### src/rtl/random_pulse_gen_mc.sv
// Multi-channel pseudo-random pulse generator: per-channel IDLE/HIGH/GAP/HOLD FSM, each with its own Galois LFSR.
// Registered outputs, pulse_o rises on the edge that samples enable in IDLE; no backpressure, config latched at each HIGH entry.
module random_pulse_gen_mc #(
    parameter int          g_num_channels = 4,
    parameter int          g_cnt_width    = 16,
    parameter logic [31:0] g_seed         = 32'hACE1_0001
) (
    input  logic                      clk_sys_i,
    input  logic                      rst_n_i,
    input  logic [g_num_channels-1:0] enable_i,
    input  logic [1:0]                mode_i,
    input  logic [g_cnt_width-1:0]    width_i,
    input  logic [g_cnt_width-1:0]    min_space_i,
    input  logic [g_cnt_width-1:0]    range_mask_i,
    input  logic [g_cnt_width-1:0]    burst_len_i,
    output logic [g_num_channels-1:0] pulse_o,
    output logic [g_num_channels-1:0] busy_o,
    output logic [g_num_channels-1:0] done_o
);
    localparam int          W            = g_cnt_width;
    localparam logic [31:0] c_taps       = 32'h8020_0003;
    localparam logic [W-1:0] c_one       = W'(1);
    localparam logic [W-1:0] c_two       = W'(2);
    localparam logic [1:0]  c_mode_fixed = 2'b01;
    localparam logic [1:0]  c_mode_burst = 2'b10;

    typedef enum logic [1:0] {S_IDLE, S_HIGH, S_GAP, S_HOLD} state_t;

    logic [W-1:0] w_width_ld;
    logic [W-1:0] w_blen_ld;

    assign w_width_ld = (width_i == '0) ? c_one : width_i;
    assign w_blen_ld  = (burst_len_i == '0) ? '0 : burst_len_i - c_one;

    for (genvar n = 0; n < g_num_channels; n++) begin : g_ch
        localparam logic [31:0] c_seed_raw = g_seed ^ (32'(n) * 32'h9E37_79B9);
        localparam logic [31:0] c_seed     = (c_seed_raw == 32'd0) ? 32'd1 : c_seed_raw;

        state_t       r_state;
        logic [W-1:0] r_wcnt;
        logic [W-1:0] r_gcnt;
        logic [W-1:0] r_bcnt;
        logic [W-1:0] r_min_space;
        logic [W-1:0] r_mask;
        logic [1:0]   r_mode;
        logic [31:0]  r_lfsr;
        logic         r_pulse;
        logic         r_busy;
        logic         r_done;

        logic [W:0]   w_sum;
        logic [W-1:0] w_gap_sel;
        logic [W-1:0] w_gap;
        logic [31:0]  w_lfsr_nxt;
        logic         w_burst_end;

        // Extra spacing is summed one bit wider so an overflow saturates instead of wrapping short.
        assign w_sum       = {1'b0, r_min_space} + {1'b0, r_lfsr[W-1:0] & r_mask};
        assign w_gap_sel   = (r_mode == c_mode_fixed) ? r_min_space : (w_sum[W] ? '1 : w_sum[W-1:0]);
        assign w_gap       = (w_gap_sel == '0) ? c_one : w_gap_sel;
        assign w_lfsr_nxt  = {1'b0, r_lfsr[31:1]} ^ (r_lfsr[0] ? c_taps : 32'd0);
        assign w_burst_end = (r_mode == c_mode_burst) && (r_bcnt == '0);

        always_ff @(posedge clk_sys_i) begin
            if (!rst_n_i) begin
                r_state     <= S_IDLE;
                r_wcnt      <= '0;
                r_gcnt      <= '0;
                r_bcnt      <= '0;
                r_min_space <= '0;
                r_mask      <= '0;
                r_mode      <= 2'b00;
                r_lfsr      <= c_seed;
                r_pulse     <= 1'b0;
                r_busy      <= 1'b0;
                r_done      <= 1'b0;
            end else begin
                r_done <= 1'b0;
                case (r_state)
                    S_IDLE: begin
                        if (enable_i[n]) begin
                            r_state     <= S_HIGH;
                            r_wcnt      <= w_width_ld;
                            r_mode      <= mode_i;
                            r_min_space <= min_space_i;
                            r_mask      <= range_mask_i;
                            r_bcnt      <= w_blen_ld;
                            r_pulse     <= 1'b1;
                            r_busy      <= 1'b1;
                        end
                    end
                    S_HIGH: begin
                        if (r_wcnt == c_one) begin
                            r_state <= S_GAP;
                            r_gcnt  <= w_gap;
                            r_lfsr  <= w_lfsr_nxt;
                            r_pulse <= 1'b0;
                            r_done  <= w_burst_end && (w_gap == c_one);
                        end else begin
                            r_wcnt <= r_wcnt - c_one;
                        end
                    end
                    S_GAP: begin
                        if (r_gcnt == c_one) begin
                            if (w_burst_end) begin
                                r_state <= S_HOLD;
                            end else if (enable_i[n]) begin
                                r_state     <= S_HIGH;
                                r_wcnt      <= w_width_ld;
                                r_mode      <= mode_i;
                                r_min_space <= min_space_i;
                                r_mask      <= range_mask_i;
                                r_pulse     <= 1'b1;
                                if (r_mode == c_mode_burst) begin
                                    r_bcnt <= r_bcnt - c_one;
                                end
                            end else begin
                                r_state <= S_IDLE;
                                r_busy  <= 1'b0;
                            end
                        end else begin
                            r_gcnt <= r_gcnt - c_one;
                            // done_o must land on the last GAP cycle, so it is armed one cycle early.
                            r_done <= w_burst_end && (r_gcnt == c_two);
                        end
                    end
                    S_HOLD: begin
                        if (!enable_i[n]) begin
                            r_state <= S_IDLE;
                            r_busy  <= 1'b0;
                        end
                    end
                    default: begin
                        r_state <= S_IDLE;
                    end
                endcase
            end
        end

        assign pulse_o[n] = r_pulse;
        assign busy_o[n]  = r_busy;
        assign done_o[n]  = r_done;
    end

endmodule

### config.mk
export PLATFORM = sky130hd
export DESIGN_NAME = random_pulse_gen_mc
export DESIGN_NICKNAME = d
export VERILOG_FILES = /design/src/rtl/random_pulse_gen_mc.sv
export SDC_FILE = /design/constraint.sdc
export NUM_CORES = 2
export LEC_CHECK = 0
export CAP_MARGIN = 30
export CORE_MARGIN = 2
export CORE_UTILIZATION = 50
export CTS_BUF_LIST = sky130_fd_sc_hd__clkbuf_8
export DETAILED_ROUTE_END_ITERATION = 16
export PLACE_DENSITY = 0.79
export SLEW_MARGIN = 10
export SYNTH_ARGS = -nofsm -noshare
export SYNTH_HDL_FRONTEND = slang
export SYNTH_SLANG_ARGS = --single-unit
### constraint.sdc
create_clock -name clk_sys_i -period 4.4 [get_ports clk_sys_i]
set_input_delay 1.32 -clock clk_sys_i [delete_from_list [all_inputs] [get_ports clk_sys_i]]
set_output_delay 1.32 -clock clk_sys_i [all_outputs]
set_load 0.01 [all_outputs]
; ---- Word-level counts from Yosys, hierarchy flattened
; Index checks and enable logic that the tools add are counted.
[totals]
inputBits = 72
register_bits = 476
[classes]
bitwise = 8
eq_ne = 72
mux = 202
addsub = 17
reduce_logical = 74
[ops]
columns = cell, n
row1 = $mux W16, 82
row2 = $pmux W16 S2, 16
row3 = $sub A16 B1 Y16 const B, 13
row4 = $eq A16 B1 Y1 const B, 12
row5 = $pmux W16 S3, 4
row6 = $logic_not A16 Y1, 10
row7 = $mux W32, 4
row8 = $xor A31 B32 Y32, 4
row9 = $ne A2 B2 Y1 const B, 36
row10 = $add A16 B16 Y17, 4
row11 = $and A16 B16 Y16, 4
row12 = $eq A16 B2 Y1 const B, 4
row13 = $mux W2, 32
row14 = $reduce_and A4 Y1, 16
row15 = $mux W1, 44
row16 = $pmux W2 S4, 4
row17 = $eq A2 B2 Y1 const B, 12
row18 = $pmux W1 S3, 8
row19 = $reduce_and A3 Y1, 8
row20 = $reduce_and A6 Y1, 4
row21 = $reduce_bool A3 Y1, 8
row22 = $eq A2 B1 Y1 const B, 8
row23 = $pmux W2 S2, 4
row24 = $reduce_bool A2 Y1, 8
row25 = other kinds (4), 24

; ---- Depth between registers and ports, before layout
[logic_depth]
depth_word = 10
mapped_depth = 14

; ---- Worst setup path before layout
; OpenSTA, ideal clock, no wires.
[synth_path]
kind = input to register
start = input burst_len_i[0]
end = register g_ch[2].r_bcnt[15]
n_path_buf = 0
required_time_ns = 4.281
path_stages = 8
setup_time_ns = 0.119
slack_ns = 0.566
arrival_time_ns = 3.715
path_cell_list = or4_1 > or4_1 > or4_1 > nor3_1 > mux2_2 > nor2_1 > a31oi_1 > o221a_2
[synth_between]
elab_chain_cells = 4
elab_cells_between_ends = 5
classes_between = add/sub (1) / mux (3) / reduce/logical (1)
[synth_lines]
columns = element, line_no
row1 = start: declaration, 15  ; input logic [g_cnt_width-1:0] burst_len_i,
row2 = $sub A16 B1 Y16 / $logic_not A16 Y1 (equally long branches), 33  ; assign w_blen_ld = (burst_len_i == '0) ? '0 : burst_len_i - c_one;
row3 = $mux W16 *, 33
row4 = $mux W16 *, 81  ; if (enable_i[n]) begin
row5 = $pmux W16 S2 *, 79  ; case (r_state)
row6 = end signal: assignment, 87  ; r_bcnt <= w_blen_ld;
row7 = end signal: assignment, 115  ; r_bcnt <= r_bcnt - c_one;
row8 = end: declaration, 42  ; logic [W-1:0] r_bcnt;
; Mark *: on every way between the ends. The rest lies on a longest branch, timed or not. The select of a mux whose other input is x is not followed.
; A chain may end at the register's enable or synchronous reset.

; ---- Worst setup path in the final report
[layout_path]
start = register g_ch[0].r_lfsr[0]
end = register g_ch[0].r_gcnt[0]
[layout_between]
elab_chain_cells = 8
[layout_lines]
columns = element, line_no
row1 = start: declaration, 46  ; logic [31:0] r_lfsr;
row2 = start signal: assignment, 73  ; r_lfsr <= c_seed;
row3 = start signal: assignment, 96  ; r_lfsr <= w_lfsr_nxt;
row4 = $and A16 B16 Y16 *, 58  ; assign w_sum = {1'b0, r_min_space} + {1'b0, r_lfsr[W-1:0] & r_mask};
row5 = $add A16 B16 Y17 *, 58
row6 = $mux W16 * (2 in a row), 59  ; assign w_gap_sel = (r_mode == c_mode_fixed) ? r_min_space : (w_sum[W] ? '1 : w_sum[W-1:0]);
row7 = $logic_not A16 Y1, 60  ; assign w_gap = (w_gap_sel == '0) ? c_one : w_gap_sel;
row8 = $mux W16 *, 60
row9 = $mux W16 *, 93  ; if (r_wcnt == c_one) begin
row10 = $pmux W16 S2 *, 79
row11 = end signal: assignment, 95  ; r_gcnt <= w_gap;
row12 = end signal: assignment, 122  ; r_gcnt <= r_gcnt - c_one;
row13 = end: declaration, 41  ; logic [W-1:0] r_gcnt;
; Marked as above.

==> results.yml <==
yosys:
  synth_fp_nets: 3931
  synth-simple-area-share_pct: 26.7
  synth_xor_area_share_pct: 2.05
  synth.area.top_cells: "dfxtp_1, nand2_1, a21oi_1"
  synth_area_um2: 27400
  synth_seq_cells: 476
  synth_top_family_by_area: "simple AND/OR/NAND/NOR gates"
  ys_types: 102
  ys_seq_area_share_pct: 34.8
  async_flop_share_pct: 0
  synth_top_area_cell: "dfxtp_1"
  synth_top_area_share_pct: 34.8
  synth_compound_gate_area_share_pct: 25.6
  syn_inst: 3750
  synth_edf_count: 0
  synthAdderAreaFrac_pct: 5.09
  synth_top_flop_cell: "dfxtp_1"
  synth_area_per_cell_um2: 7.30
  ys_warn_count: 0
  synthMuxAreaShare_pct: 0.822
sta:
  slew-limit-headroom_pct: 35.8
  skew_ns: 0.0264
  period_needed_ns: 3.97
  finalSetupViolCount: 0
  setup_slack_ns: 0.429
  drv_slew: 0
  worst_hold_slack_ns: 0.447
  period_share_pct: 90.3
  fmax_mhz: 252
  rsz0062_at_grt: "no"
  setup_tns_ns: 0
  hold_violations: 0
  worstMarginPinSlew_ns: 0.954
floorplan:
  ios: 84
  die_x_um: 238
  die_height_um: 238
  core_um2: 54000
  fp-row-count: 85
  start_util_pct: 50.7
  fp.dieArea_um2: 56700
global_routing:
  grt_first_pass_wirelength_um: 129000
  track_usage_pct: 27.7
  grt.overflow.total: 0
  grt_pass1_vias: 24700
  grt_max_degree: 128
  antenna_found_initial: 2
power_and_ir_drop:
  max-vdd-ir-drop_mv: 0.318
  p_per_area_nw_per_um2: 641
  p_leak_nw: 11.9
  total_power_mw: 19.5
clock_network:
  clkTransAtPathRegs_ns: 0.06
  insertion_delay_ns: 0.68
  htreeDepth: 3
  clkSinkCount: 476
  cts_tree: "yes"
  cts_made_buffers: 83
  postCtsSetupRepairBufs: 0
  cts-root-buf: "clkbuf_8"
  clockBufferDepth: 3
  cts-hold-fix-buffers: 0
finish:
  areaGrowthSynthToFinish_pct: 11.2
  final_cells: 4506
  drive_gt1_share_pct: 7.67
  layout_common_cells: "nand2_1, dfxtp_1, a21oi_1, nor2_1, o21ai_0"
  ff_latch_area_um2: 9530
  multi_input_comb_area_um2: 16600
  fin_nets: 3929
  layout_commonest_cell: "nand2_1"
  n_fill_cell: 5014
worst_setup_path:
  r2r_start: "g_ch[0].r_lfsr[0]"
  startpoint_type: "flip-flop"
  cp_max_fo: 11
  r2r_cells: 15
  cp_slowest_cell: "a2111oi_2"
  r2r_slack_ns: 0.43
  worstSetupEndpoint: "g_ch[0].r_gcnt[0]"
  arrival_ns: 4.57
  critPathMaxStageDelay_ns: 0.45
  cp_data_required_time_ns: 5.00
  crit_type: "reg -> reg"
  crit_start: "g_ch[0].r_lfsr[0]"
  worstReg2RegEnd: "g_ch[0].r_gcnt[0]"
  crit_chain: "and2_1 > ha_1 > fa_1 > a21o_1 > a31oi_1 > o21ai_0 > a311oi_1 > a21oi_1 > buf_4 > nor2_1 > o21ai_0 > a2111oi_2 > buf_4 > o211ai_1 > a31oi_1"
  end_kind: "flip-flop"
routing:
  avgRoutedWirePerCell_um: 17.8
  drc_errors: 0
  ant_nets: 0
  dr.first_iter.drc_count: 2385
  dr_total_vias: 27300
  vias_per_cell: 6.07
  finalWirelength_um: 80200
  firstDrtPassIters: 5
placed_design:
  place_inst: 4359
  dp_hpwl_um: 55100
  gp_congestion: 0.960
  dpl_worst_slack_ns: 0.0658
  io_buffers: 83
min_path:
  worstHoldPathType: "reg -> reg"
outcome:
  status: "completed"
run:
  max_cap_viol_count: 0
## flip-flops by register name (all words and copies together) (netlist names)
| signal | cells |
|---|---|
| g_ch.r_mask | 64 |
| g_ch.r_wcnt | 64 |
| g_ch.r_mode | 8 |
| g_ch.r_state | 8 |
| g_ch.r_min_space | 64 |
| g_ch.r_bcnt | 64 |
| g_ch.r_done | 4 |
| g_ch.r_gcnt | 64 |
| g_ch.r_busy | 4 |
| g_ch.r_lfsr | 128 |
| g_ch.r_pulse | 4 |
## worst max-delay path: cells and delay by family (launching register included)
kind	cells	cell delay, ns
adders and majority gates	2	0.65
AOI/OAI and AO/OA	9	2.14
buffers and inverters	2	0.40
and+or+nand+nor	2	0.32
DFF	1	0.37
## layer usage
layer / wire length (um) / vias up / part of all wire (%) / global-route usage [%]
met5: 13 / - / 0.016 / 0
met3: 6360 / 185 / 7.9 / 4.00
li1: - / 13300 / - / -
met2: 35300 / 1077 / 44 / 43.9
met4: 2910 / 2 / 3.6 / 10.8
met1: 35600 / 12800 / 44 / 38.0
## cell usage after synthesis, drive strengths merged, types with 37 or more instances
master,number
nor3,104
xnor2,37
nand2,771
nor2,291
nor4,40
o22ai,68
inv,89
a211oi,54
nand2b,38
a21oi,475
o21ai,243
ha,105
clkbuf,196
and2,77
or3,41
nand3,109
buf,43
dfxtp,476
## cell families after synthesis
family | Yosys count
flops | 476
compound gates | 1140
simple gates | 1608
mux | 22
buf+inv | 331
fa+ha+maj | 109
xor+xnor | 64
## repair_timing
action / 4_1_cts / 5_1_grt
endpoints found under the setup margin: 0 / 2
hold endpoints to repair: 0 / 0
resized for setup: 0 / 2
## power by group
part	total (mW)	switching, mW	internal, mW
clock network	4.18	1.90	2.29
registers	6.24	0.947	5.29
logic	9.09	5.75	3.34
## layout make-up
cell class | count | area share [%]
Multi-Input combinational cell | 2943 | 54.5
Antenna cell | 1 | 0.00822
Clock buffer | 100 | 4.52
Timing Repair Buffer | 153 | 4.67
Tap cell | 696 | 2.86
Clock inverter | 46 | 0.999
Sequential cell | 476 | 31.3
Inverter | 91 | 1.15
## worst min path at each step
stage                     cells after the start            endpoint                from
after floorplan                               2   g_ch[0].r_mask[0]   g_ch[0].r_mask[0]
after global placement                        2  g_ch[1].r_mask[14]  g_ch[1].r_mask[14]
after detailed placement                      2  g_ch[2].r_mask[14]  g_ch[2].r_mask[14]
after CTS                                     2  g_ch[0].r_lfsr[28]  g_ch[0].r_lfsr[29]
after global routing                          2  g_ch[1].r_lfsr[27]  g_ch[1].r_lfsr[28]
final                                         2  g_ch[1].r_lfsr[30]  g_ch[1].r_lfsr[31]
## through the flow
step	util, %	area (um2)
6_report	56.3	30400
3_5_place_dp	53.2	28800
4_1_cts	56.3	30400
2_1_floorplan	-	27400
3_3_place_gp	53.1	28700
5_1_grt	56.3	30400
No activity file was read; power rests on OpenSTA's default activity.
